## src/rtl/gather_bytes_if.sv

```systemverilog
// Handshake bundle for gather_bytes: FWFT input side, flush control and
// the wide output write port. The design uses the slave modport.
interface gather_bytes_if #(
    parameter int C_IN_WIDTH  = 8,
    parameter int C_OUT_WIDTH = 32,
    parameter int C_CNT_WIDTH = 3
);
    logic                   INDATA_EN;
    logic [C_IN_WIDTH-1:0]  INDATA;
    logic                   INDATA_RD_EN;
    logic                   FLUSH;
    logic                   FLUSHED;
    logic [C_OUT_WIDTH-1:0] OUTDATA;
    logic [C_CNT_WIDTH-1:0] OUTDATA_BYTES;
    logic                   OUTDATA_WEN;
    logic                   OUTDATA_FULL;

    modport master (
        output INDATA_EN, INDATA, FLUSH, OUTDATA_FULL,
        input  INDATA_RD_EN, FLUSHED, OUTDATA, OUTDATA_BYTES, OUTDATA_WEN
    );

    modport slave (
        input  INDATA_EN, INDATA, FLUSH, OUTDATA_FULL,
        output INDATA_RD_EN, FLUSHED, OUTDATA, OUTDATA_BYTES, OUTDATA_WEN
    );
endinterface

```

## src/rtl/gather_bytes.sv

```systemverilog
// Packs narrow FWFT FIFO reads into wide output words, first chunk in the
// least significant slot; FLUSH pushes out a zero-padded partial word.
module gather_bytes #(
    parameter int C_IN_BYTES  = 1,
    parameter int C_OUT_BYTES = 4
) (
    input  logic          CLK,
    input  logic          RST_N,
    gather_bytes_if.slave bus
);
    localparam int C_IN_WIDTH  = 8 * C_IN_BYTES;
    localparam int C_OUT_WIDTH = 8 * C_OUT_BYTES;
    localparam int C_MULT      = C_OUT_BYTES / C_IN_BYTES;
    localparam int C_CNT_WIDTH = $clog2(C_OUT_BYTES + 1);

    localparam logic [C_CNT_WIDTH-1:0] LAST_POS   = C_CNT_WIDTH'(C_MULT - 1);
    localparam logic [C_CNT_WIDTH-1:0] FULL_BYTES = C_CNT_WIDTH'(C_OUT_BYTES);

    typedef enum logic [1:0] {RUN, DRAIN, DONE} state_t;

    state_t                 state;
    logic [C_CNT_WIDTH-1:0] rPos;
    logic                   rOutValid;
    logic [C_OUT_WIDTH-1:0] acc;
    logic [C_OUT_WIDTH-1:0] out_data;
    logic [C_CNT_WIDTH-1:0] out_bytes;
    logic [C_OUT_WIDTH-1:0] full_word;
    logic                   rd_en;
    logic                   wen;

    assign wen   = rOutValid && !bus.OUTDATA_FULL;
    // The last chunk may only be taken if the output register will be free.
    assign rd_en = RST_N && bus.INDATA_EN && (state != DONE) &&
                   ((rPos != LAST_POS) || !rOutValid || !bus.OUTDATA_FULL);

    always_comb begin
        full_word = acc;
        full_word[(C_MULT-1)*C_IN_WIDTH +: C_IN_WIDTH] = bus.INDATA;
    end

    assign bus.INDATA_RD_EN  = rd_en;
    assign bus.OUTDATA_WEN   = wen;
    assign bus.OUTDATA       = out_data;
    assign bus.OUTDATA_BYTES = out_bytes;
    assign bus.FLUSHED       = (state == DONE);

    // acc is cleared whenever a word leaves it, so unfilled slots read as zero.
    always_ff @(posedge CLK or negedge RST_N) begin
        if (!RST_N) begin
            state     <= RUN;
            rPos      <= '0;
            rOutValid <= 1'b0;
            acc       <= '0;
            out_data  <= '0;
            out_bytes <= '0;
        end else begin
            if (wen)
                rOutValid <= 1'b0;

            if (rd_en) begin
                if (rPos != LAST_POS) begin
                    acc[int'(rPos)*C_IN_WIDTH +: C_IN_WIDTH] <= bus.INDATA;
                    rPos <= rPos + 1'b1;
                end else begin
                    out_data  <= full_word;
                    out_bytes <= FULL_BYTES;
                    rOutValid <= 1'b1;
                    rPos      <= '0;
                    acc       <= '0;
                end
            end

            unique case (state)
                RUN: begin
                    if (bus.FLUSH)
                        state <= DRAIN;
                end
                DRAIN: begin
                    if (!bus.INDATA_EN) begin
                        if ((rPos != '0) && (!rOutValid || !bus.OUTDATA_FULL)) begin
                            out_data  <= acc;
                            out_bytes <= C_CNT_WIDTH'(int'(rPos) * C_IN_BYTES);
                            rOutValid <= 1'b1;
                            rPos      <= '0;
                            acc       <= '0;
                        end else if ((rPos == '0) && !rOutValid) begin
                            state <= DONE;
                        end
                    end
                end
                DONE: begin
                    state <= bus.FLUSH ? DRAIN : RUN;
                end
                default: state <= RUN;
            endcase
        end
    end
endmodule

```

## src/flat_wrapper.sv

```systemverilog
// flat-port wrapper written by rule: the top's interface ports become plain ports
module gather_bytes_flat 
#(
    parameter int C_IN_BYTES  = 1,
    parameter int C_OUT_BYTES = 4
)
  (CLK, RST_N, bus_INDATA_EN, bus_INDATA, bus_FLUSH, bus_OUTDATA_FULL, bus_INDATA_RD_EN, bus_FLUSHED, bus_OUTDATA, bus_OUTDATA_BYTES, bus_OUTDATA_WEN);
  gather_bytes_if #(.C_IN_WIDTH(8), .C_OUT_WIDTH(32), .C_CNT_WIDTH(3)) bus_i ();
  input  logic CLK;
  input  logic RST_N;
  input wire logic [$bits(bus_i.INDATA_EN)-1:0] bus_INDATA_EN;
  input wire logic [$bits(bus_i.INDATA)-1:0] bus_INDATA;
  input wire logic [$bits(bus_i.FLUSH)-1:0] bus_FLUSH;
  input wire logic [$bits(bus_i.OUTDATA_FULL)-1:0] bus_OUTDATA_FULL;
  output wire logic [$bits(bus_i.INDATA_RD_EN)-1:0] bus_INDATA_RD_EN;
  output wire logic [$bits(bus_i.FLUSHED)-1:0] bus_FLUSHED;
  output wire logic [$bits(bus_i.OUTDATA)-1:0] bus_OUTDATA;
  output wire logic [$bits(bus_i.OUTDATA_BYTES)-1:0] bus_OUTDATA_BYTES;
  output wire logic [$bits(bus_i.OUTDATA_WEN)-1:0] bus_OUTDATA_WEN;
  assign bus_i.INDATA_EN = bus_INDATA_EN;
  assign bus_i.INDATA = bus_INDATA;
  assign bus_i.FLUSH = bus_FLUSH;
  assign bus_i.OUTDATA_FULL = bus_OUTDATA_FULL;
  assign bus_INDATA_RD_EN = bus_i.INDATA_RD_EN;
  assign bus_FLUSHED = bus_i.FLUSHED;
  assign bus_OUTDATA = bus_i.OUTDATA;
  assign bus_OUTDATA_BYTES = bus_i.OUTDATA_BYTES;
  assign bus_OUTDATA_WEN = bus_i.OUTDATA_WEN;
  gather_bytes #(.C_IN_BYTES(C_IN_BYTES), .C_OUT_BYTES(C_OUT_BYTES)) u_core (.CLK(CLK), .RST_N(RST_N), .bus(bus_i));
endmodule
```

## config.mk

```make
export PLATFORM = sky130hd
export DESIGN_NAME = gather_bytes_flat
export DESIGN_NICKNAME = d
export VERILOG_FILES = /design/src/rtl/gather_bytes_if.sv /design/src/rtl/gather_bytes.sv /design/src/flat_wrapper.sv
export SDC_FILE = /design/constraint.sdc
export NUM_CORES = 1
export LEC_CHECK = 0
export ABC_AREA = 1
export BUFFER_PORTS_ARGS = -buffer_cell sky130_fd_sc_hd__buf_2
export CAP_MARGIN = 40
export CORE_ASPECT_RATIO = 1.5
export CORE_MARGIN = 2
export CORE_UTILIZATION = 35
export CTS_BUF_LIST = sky130_fd_sc_hd__clkbuf_8
export CTS_CLUSTER_DIAMETER = 120
export CTS_CLUSTER_SIZE = 8
export DETAILED_ROUTE_END_ITERATION = 12
export GPL_ROUTABILITY_DRIVEN = 0
export GPL_TIMING_DRIVEN = 0
export RECOVER_POWER = 100
export REMOVE_ABC_BUFFERS = 1
export SLEW_MARGIN = 5
export SYNTH_ARGS = -nofsm -noshare
export SYNTH_HDL_FRONTEND = slang
export SYNTH_SLANG_ARGS = --single-unit
export TNS_END_PERCENT = 1
```

## constraint.sdc

```tcl
create_clock -name CLK -period 2.4 [get_ports CLK]
set_input_delay 0.12 -clock CLK [delete_from_list [all_inputs] [get_ports CLK]]
set_output_delay 0.12 -clock CLK [all_outputs]
set_load 0.01 [all_outputs]
```

==> results of run 1 <==
cell type report:
type	instances	area, um^2	share of cell area [%]
Inverter	60	230	5.58
Sequential cell	73	1830	44.3
Multi-Input combinational cell	322	1440	34.8
Clock buffer	9	124	3.00
Clock inverter	7	80.1	1.94
Timing Repair Buffer	59	283	6.85
Tap cell	117	146	3.55
critical path: stages (launching register included):
cell and delay, ns:
dfrtp_1 0.43, inv_1 0.10, ha_1 0.20, ha_1 0.25, nor2_4 0.19, nand3_4 0.21, nand2_8 0.22, buf_8 0.17
inv_6 0.14, nand2_1 0.09, nand2_1 0.05
flip-flops by register name (all words and copies together), names as in the netlist:
| signal | cells |
|---|---|
| u_core.state | 2 |
| u_core.bus.OUTDATA_BYTES | 3 |
| u_core.bus.OUTDATA | 32 |
| u_core.acc | 32 |
| u_core.rPos | 3 |
| u_core.rOutValid | 1 |
power by group:
group	leakage (nW)	internal (mW)	switching (mW)
sequential	0.984	1.61	0.214
combinational	1.26	0.551	1.17
clock	0.118	0.569	0.449
layout by cell type (no fill, tap or decap), drive strengths merged:
cell / n
a21oi: 11
a22o: 1
buf: 19
bufinv: 2
clkbuf: 47
clkinv: 1
dfrtp: 73
dlygate4sd3: 2
ha: 5
inv: 64
nand2: 187
nand3: 24
nand4: 9
nor2: 81
nor3: 2
o21ai: 2
metrics by stage:
step                      power (mW)  hold WS (ns)  instance area, um^2  setup TNS [ns]  setup WS [ns]
after detailed placement        3.54        0.0675                 3890          -66.04          -1.31
after CTS                       4.68        0.0314                 4200               0          0.101
after floorplan                 2.95        -0.176                 3440          -23.07         -0.533
after global placement          3.45         0.357                 3840         -100.72          -1.94
after global routing            4.95        0.0617                 4130               0         0.0363
final                           4.57        0.0449                 4130               0          0.218
logic make-up (layout without fill, tap and decap cells):
group                      Yosys count  after routing
AOI/OAI and AO/OA                   14             14
adders and majority gates            5              5
buffers and inverters               78            135
DFF                                 73             73
and+or+nand+nor                    302            303
timing repair:
item / 4_1_cts / 5_1_grt
pin swaps: 1 / 0
hold buffers: 2 / 0
gates cloned: 1 / 0
setup buffers: 4 / 0
endpoints found under the hold margin: 26 / 0
setup endpoints to repair: 71 / 11
resized for setup: 9 / 1
per-layer routing:
metal	part of all wire [%]	GRT usage [%]	up-vias
li1	-	-	1528
met3	3.3	3.73	9
met4	1.7	8.00	0
met5	0	0	-
met1	42	19.1	1344
met2	53	28.7	49
path summary, 6_finish.rpt:
check	endpoint	cells past startpoint	slack, ns	startpoint
max	u_core.bus.OUTDATA[11]	10	0.22	u_core.rPos[1]
min	u_core.acc[7]	3	0.04	bus_INDATA[7]
max reg2reg	u_core.bus.OUTDATA[11]	10	0.22	u_core.rPos[1]
min reg2reg	u_core.bus.OUTDATA[13]	2	0.47	u_core.bus.OUTDATA[13]
max in group asynchronous	u_core.rPos[0]	3	0.64	RST_N
min in group asynchronous	u_core.rOutValid	2	0.20	RST_N
==> metrics, run 1 <==
Starting Density 35.7%; unrepaired setup endpoints after global routing no; Setup Skew 0.00770 ns; Final Cycle Share 90.9%; Vias 2930; Peak VDD IR 312 uV; CTS tree done; Max-Cap Viols 0; largest net degree at the start of global routing 49; clk buf depth 2; maximum net fanout on the critical path 43; crit start category register; clk sinks 73; Die W 86.5 um; CP endpoint kind register; Synth warnings 0; post-synthesis sequential area ratio 51.1%; worst slew pin tran 1.19 ns; filler cell count 1099; Leakage 2.36 nW; # placed instances 624; Final Hold Viols 0; Post-Synth Adder-Cell Area 1.75%; Setup Viol. Count Final 0; Pwr Density 1110 mW/mm^2; Synth cell types 22; post-synthesis mux area share 0%; post-route ant nets 0; Diodes inserted 0; core area 0.0100 mm^2; total CTS buffers 9; main combinational cell family by area after synthesis simple AND/OR/NAND/NOR gates; ranking of synthesized cells by area dfrtp_1, nand2_1, nor2_1; post-synth top area cell dfrtp_1; final wirelength 8470 um; Top FF cell, synth dfrtp_1; drc violations 0; required time of the worst setup path 2.65 ns; count of final max-slew check failures 0; first-pass GRT wire length 14100 um; Seq cells post-synth 73; vias in the first global route 2903; status complete, no violations; area grow syn2layout 15.5%; Synth top cells by count nand2_1, nor2_1, dfrtp_1; Synth Area in Simple Gates 35.1%; post-DP HPWL 5760 um; share of cells above drive strength 1 10.0%; Final Util 41.2%; Rel. slew slack 20.4%; most common cell in the netlist nand2_1; Cells after Synth 472; drt pass-1 iters 4; port buffer count 50; Synth async-reset ratio 100%; WL per Instance 13.1 um; Fmax achieved 458 MHz; H-tree Lvls 3; Rows 45; GRT Resource Usage Total 16.6%; Hold WC Path Type primary input to register; grt total ovfl 0; post-synthesis cell area 0.00357 mm^2; Syn Area/Cell 7.57 um^2; via density per instance 4.53; initial antenna violation count 0; root buffer cell clkbuf_8; Die Y 128 um; critical path class register to register; fin crit period 2.18 ns; Synth Area in Compound Gates 2.07%; die area 0.0111 mm^2; Worst Path Arrival 2.43 ns; count of flip-flops with a built-in enable after synthesis 0; # IOs 51; worst skew pair latency 0.35 ns; Final #Nets 543; Synth Area in XOR/XNOR 0%; post-route insts no fill 647; share of the synthesized area in the top cell type 51.1%; CTS clock-pin slew for the worst setup and hold paths 0.08 ns; Iter 0 DRT Violations 116
(Power assumes the default switching activity.)
==> inputs of run 2 (changes only) <==
--- a/config.mk
+++ b/config.mk
@@ -5,7 +5,6 @@
 export SDC_FILE = /design/constraint.sdc
 export NUM_CORES = 1
 export LEC_CHECK = 0
-export ABC_AREA = 1
 export BUFFER_PORTS_ARGS = -buffer_cell sky130_fd_sc_hd__buf_2
 export CAP_MARGIN = 40
 export CORE_ASPECT_RATIO = 1.5
==> metrics, run 2 <==
status complete, no violations (unchanged); combinational power share 37.2% (was 37.6%); post-DP HPWL 5240 um (was 5760 um); setup TNS 0 ns (unchanged); share of cells above drive strength 1 21.1% (was 10.0%); Die Y 123 um (was 128 um); core area 0.00920 mm^2 (was 0.0100 mm^2); most common cell after layout, fill and taps aside dfrtp_1 (was nand2_1); Rows 43 (was 45); clk buf depth 2 (unchanged); leading cell types in the layout, fill and taps excluded dfrtp_1, clkbuf_1, nand2_1, mux2_4, a21oi_1 (was nand2_1, nor2_1, dfrtp_1, inv_1, clkbuf_1); sequential share of power 42.1% (was 40.0%); Final Cycle Share 95.8% (was 90.9%); WL per Instance 16.6 um (was 13.1 um); met1 WL 3120 um (was 3550 um); Final Hold Viols 0 (unchanged); area grow syn2layout 18.7% (was 15.5%); H-tree Lvls 3 (unchanged); fin crit period 2.30 ns (was 2.18 ns); post-synthesis sequential area ratio 55.7% (was 51.1%); ranking of synthesized cells by area dfrtp_1, mux2_4, nand2_1 (was dfrtp_1, nand2_1, nor2_1); reg-to-reg startpoint u_core.rPos[0] (was u_core.rPos[1]); post-route ant nets 0 (unchanged); worst slew pin tran 1.42 ns (was 1.19 ns); crit path launch u_core.rPos[0] (was u_core.rPos[1]); Final Util 42.3% (was 41.2%); Seq cells post-synth 73 (unchanged); post-route insts no fill 453 (was 647); Synth cell types 41 (was 22); total CTS buffers 9 (unchanged); final worst setup slack 0.100 ns (was 0.218 ns); Setup Skew 0.0101 ns (was 0.00770 ns); Peak VDD IR 402 uV (was 312 uV); Synth top cells by count dfrtp_1, nand2_1, a21oi_1, mux2_4, nand3_1 (was nand2_1, nor2_1, dfrtp_1); crit start category register (unchanged); Max-Cap Viols 0 (unchanged); # IOs 51 (unchanged); drc violations 0 (unchanged); count of flip-flops with a built-in enable after synthesis 0 (unchanged); maximum net fanout on the critical path 17 (was 43); Vias 2353 (was 2930); critical path class register to register (unchanged); drt pass-1 iters 4 (unchanged); die area 0.0102 mm^2 (was 0.0111 mm^2); Psw 1.50 mW (was 1.83 mW); Diodes inserted 0 (unchanged); most common cell in the netlist dfrtp_1 (was nand2_1); WL met2 3920 um (was 4500 um); first-pass GRT wire length 12400 um (was 14100 um); largest net degree at the start of global routing 65 (was 49); Syn Area/Cell 11.6 um^2 (was 7.57 um^2); Iter 0 DRT Violations 200 (was 116); Cells after Synth 283 (was 472); CP endpoint kind register (unchanged); hold_sp bus_INDATA[2] (was bus_INDATA[7]); DP Worst Slack -0.350 ns (was -1.31 ns); required time of the worst setup path 2.64 ns (was 2.65 ns); unrepaired setup endpoints after global routing yes (was no); worst skew pair latency 0.36 ns (was 0.35 ns); Top FF cell, synth dfrtp_1 (unchanged); switching share of power 36.3% (was 40.1%); share of the synthesized area in the top cell type 55.7% (was 51.1%); Worst Path Arrival 2.54 ns (was 2.43 ns); Internal 2.63 mW (was 2.73 mW); Final #Nets 354 (was 543); Synth async-reset ratio 100% (unchanged); GRT Resource Usage Total 15.7% (was 16.6%); Starting Density 35.7% (about the same); Rel. slew slack 5.62% (was 20.4%); Fmax achieved 435 MHz (was 458 MHz); # placed instances 432 (was 624); max layer used met4 (unchanged); Die W 83.1 um (was 86.5 um); initial antenna violation count 0 (unchanged); WL met3 308 um (was 277 um); grt total ovfl 0 (unchanged); count of final max-slew check failures 0 (unchanged); clk sinks 73 (unchanged); Leakage 1.77 nW (was 2.36 nW); Hold WC Path Type primary input to register (unchanged); root buffer cell clkbuf_8 (unchanged); Setup Viol. Count Final 0 (unchanged); clock share of power 20.7% (was 22.3%); Synth warnings 0 (unchanged); CTS tree done (unchanged); port buffer count 50 (unchanged); via density per instance 5.19 (was 4.53); post-synth top area cell dfrtp_1 (unchanged); Pwr Density 1060 mW/mm^2 (was 1110 mW/mm^2); vias in the first global route 2444 (was 2903); CTS clock-pin slew for the worst setup and hold paths 0.07 ns (was 0.08 ns); overall power 4.13 mW (was 4.57 mW); post-synthesis cell area 0.00328 mm^2 (was 0.00357 mm^2); final wirelength 7520 um (was 8470 um)
[run 2: final cells by class]
type	instances	area, um^2
sequential	73	1830
multi-input combinational	187	1380
tap	112	140
inverter	5	23.8
clock buffer	11	151
clock inverter	5	23.8
fill	901	5310
timing repair buffer	60	345
[run 2: per-layer routing]
metal  up-vias  track usage (%)
li1       1128                -
met3        10             3.50
met2        52             26.2
met5         -                0
met4         0             8.30
met1      1163             18.9
[run 2: final timing paths]
kind                                     endpoint  slack (ns)  cells after the start
max reg2reg                 u_core.bus.OUTDATA[3]        0.10                      8
min                                u_core.acc[26]        0.07                      3
max                         u_core.bus.OUTDATA[3]        0.10                      8
min in group asynchronous   u_core.bus.OUTDATA[1]        0.14                      2
max in group asynchronous          u_core.rPos[0]        0.47                      4
min reg2reg                u_core.bus.OUTDATA[30]        0.49                      2
[run 2: power by group through the flow]
stage	registers, mW	clock network (mW)	logic [mW]
2_1_floorplan	1.80	0	0.902
3_3_place_gp	1.76	0	1.41
3_5_place_dp	1.76	0	1.53
5_1_grt	1.79	0.925	1.69
6_report	1.74	0.856	1.54
4_1_cts	1.74	0.884	1.57
[run 2: cell families after synthesis]
group | after synthesis | synth area share, %
AOI/OAI and AO/OA | 64 | 12.2
adders and majority gates | 5 | 1.91
buffers and inverters | 23 | 3.47
DFF | 73 | 55.7
muxes | 33 | 13.1
and+or+nand+nor | 85 | 13.7
[run 2: what timing repair did]
item | 4_1_cts | 5_1_grt
setup endpoints to repair | 51 | 24
hold endpoints to repair | 74 | 0
setup buffers | 1 | 1
hold buffers | 3 | 0
gates resized for setup | 5 | 4
pin swaps | 1 | 2
[run 2: worst max-delay path, stage by stage, from the launching register on]
cell and delay, ns:
dfrtp_2 0.49, inv_1 0.14, ha_1 0.21, ha_4 0.18, nor3_4 0.05, buf_8 0.16
nor2_4 0.38, buf_16 0.23, mux2_2 0.34
[run 2: through the flow]
| stage | cell area (um^2) | hold WS, ns |
|---|---|---|
| 6_report | 3890 | 0.0725 |
| 5_1_grt | 3890 | 0.0792 |
| 4_1_cts | 3930 | 0.0596 |
| 3_5_place_dp | 3680 | -0.0298 |
| 3_3_place_gp | 3580 | 0.358 |
| 2_1_floorplan | 3190 | -0.176 |
==> inputs of run 3 (changes only) <==
--- a/config.mk
+++ b/config.mk
@@ -9,7 +9,7 @@
 export CAP_MARGIN = 40
 export CORE_ASPECT_RATIO = 1.5
 export CORE_MARGIN = 2
-export CORE_UTILIZATION = 35
+export CORE_UTILIZATION = 42
 export CTS_BUF_LIST = sky130_fd_sc_hd__clkbuf_8
 export CTS_CLUSTER_DIAMETER = 120
 export CTS_CLUSTER_SIZE = 8
==> metrics, run 3 (same netlist as run 2, synthesis figures left out) <==
Multi-input gate area 0.00138 mm^2 (about the same); total CTS buffers 9 (unchanged); filler cell count 732 (was 901); crit start category register (unchanged); area grow syn2layout 21.0% (was 18.7%); fin crit period 2.31 ns (was 2.30 ns); drt pass-1 iters 4 (unchanged); grt total ovfl 0 (unchanged); vias in the first global route 2362 (was 2444); Final Hold Viols 0 (unchanged); Die Y 112 um (was 123 um); Setup Skew 0.0100 ns (was 0.0101 ns); post-DP HPWL 5050 um (was 5240 um); Final Util 52.2% (was 42.3%); Hold WC Path Type primary input to register (unchanged); critical path class register to register (unchanged); core area 0.00761 mm^2 (was 0.00920 mm^2); required time of the worst setup path 2.64 ns (about the same); Final #Nets 353 (was 354); Diodes inserted 0 (unchanged); H-tree Lvls 3 (unchanged); share of cells above drive strength 1 21.8% (was 21.1%); first-pass GRT wire length 12400 um (about the same); largest net degree at the start of global routing 64 (was 65); final wirelength 7500 um (was 7520 um); Max-Cap Viols 1 (was 0); WL per Instance 17.0 um (was 16.6 um); # IOs 51 (unchanged); overall power 4.58 mW (was 4.13 mW); drc violations 0 (unchanged); worst slew pin tran 1.55 ns (was 1.42 ns); unrepaired setup endpoints after global routing yes (unchanged); clk buf depth 2 (unchanged); Leakage 1.80 nW (was 1.77 nW); via density per instance 5.34 (was 5.19); most common cell after layout, fill and taps aside dfrtp_1 (unchanged); Die W 76.2 um (was 83.1 um); register area 0.00183 mm^2 (about the same); Pwr Density 1150 mW/mm^2 (was 1060 mW/mm^2); Vias 2360 (was 2353); status finished, violations left (was complete, no violations); port buffer count 50 (unchanged); Iter 0 DRT Violations 189 (was 200); Peak VDD IR 428 uV (was 402 uV); initial antenna violation count 0 (unchanged); CTS clock-pin slew for the worst setup and hold paths 0.08 ns (was 0.07 ns); failing checks max-capacitance violations, max-slew violations; CP endpoint kind register (unchanged); Starting Density 43.1% (was 35.7%); post-route ant nets 0 (unchanged); CTS tree done (unchanged); GRT Resource Usage Total 18.6% (was 15.7%); Worst Path Arrival 2.55 ns (was 2.54 ns); Rows 39 (was 43); Rel. slew slack -3.03% (was 5.62%); leading cell types in the layout, fill and taps excluded dfrtp_1, clkbuf_1, nand2_1, mux2_4, a21oi_1 (unchanged); clk sinks 73 (unchanged); root buffer cell clkbuf_8 (unchanged); Setup Viol. Count Final 0 (unchanged); maximum net fanout on the critical path 18 (was 17); die area 0.00855 mm^2 (was 0.0102 mm^2); Final Cycle Share 96.3% (was 95.8%); Fmax achieved 433 MHz (was 435 MHz); count of final max-slew check failures 64 (was 0); worst skew pair latency 0.35 ns (was 0.36 ns)
## run 3: critical path: stages (launching register included)
cell and delay [ns]:
dfrtp_2 0.48, ha_1 0.28, nand2b_1 0.22, nor4_4 0.11, buf_6 0.16, nor2_4 0.36, buf_16 0.23, mux2_2 0.34
## run 3: worst paths after layout
path	startpoint	endpoint	slack, ns	depth (start not counted)
worst max register to register	u_core.rPos[0]	u_core.bus.OUTDATA[2]	0.09	7
max in group asynchronous	RST_N	u_core.rPos[1]	0.32	4
worst max-delay path	u_core.rPos[0]	u_core.bus.OUTDATA[2]	0.09	7
worst min-delay path	bus_INDATA[2]	u_core.acc[10]	0.08	3
worst min register to register	u_core.acc[27]	u_core.bus.OUTDATA[27]	0.49	2
min in group asynchronous	RST_N	u_core.bus.OUTDATA[2]	0.15	2
## run 3: metrics by stage
step | hold WS (ns) | instance area, um^2 | setup slack (ns) | std cells | setup TNS (ns)
after floorplan | -0.176 | 3190 | -0.151 | 265 | -5.52
after global placement | 0.357 | 3560 | -1.92 | 417 | -109.57
after detailed placement | -0.0252 | 3670 | -0.305 | 422 | -10.32
after global routing | 0.0713 | 3970 | -0.0458 | 442 | -0.563
final | 0.0779 | 3970 | 0.0887 | 442 | 0
after CTS | 0.0609 | 4020 | 0.00134 | 442 | 0
## run 3: repair_timing
action                     in CTS  in global routing
resized for setup               5                  3
pin swaps                       1                  1
hold buffers                    3                  0
hold endpoints to repair       74                  0
setup endpoints to repair      52                 23
setup buffers                   1                  0
## run 3: power breakdown
part / switching (mW) / leakage [nW] / internal, mW
clock: 0.476 / 0.137 / 0.830
combinational: 0.858 / 0.676 / 0.670
sequential: 0.204 / 0.992 / 1.54
total: 1.54 / 1.80 / 3.04
## run 3: area by class of cell
cell class / count / share of cell area (%)
flip-flops and latches: 73 / 46.1
multi-input cells: 187 / 34.8
repair buffers: 59 / 8.51
clock buffers: 10 / 3.47
clock inverters: 6 / 3.47
well taps: 102 / 3.21
inverters: 5 / 0.536
## run 3: metal layers
layer  GRT usage (%)  routed length, um
met5               0                  0
met4            8.73                193
met3            4.26                332
met2            30.2               3810
met1            23.8               3160
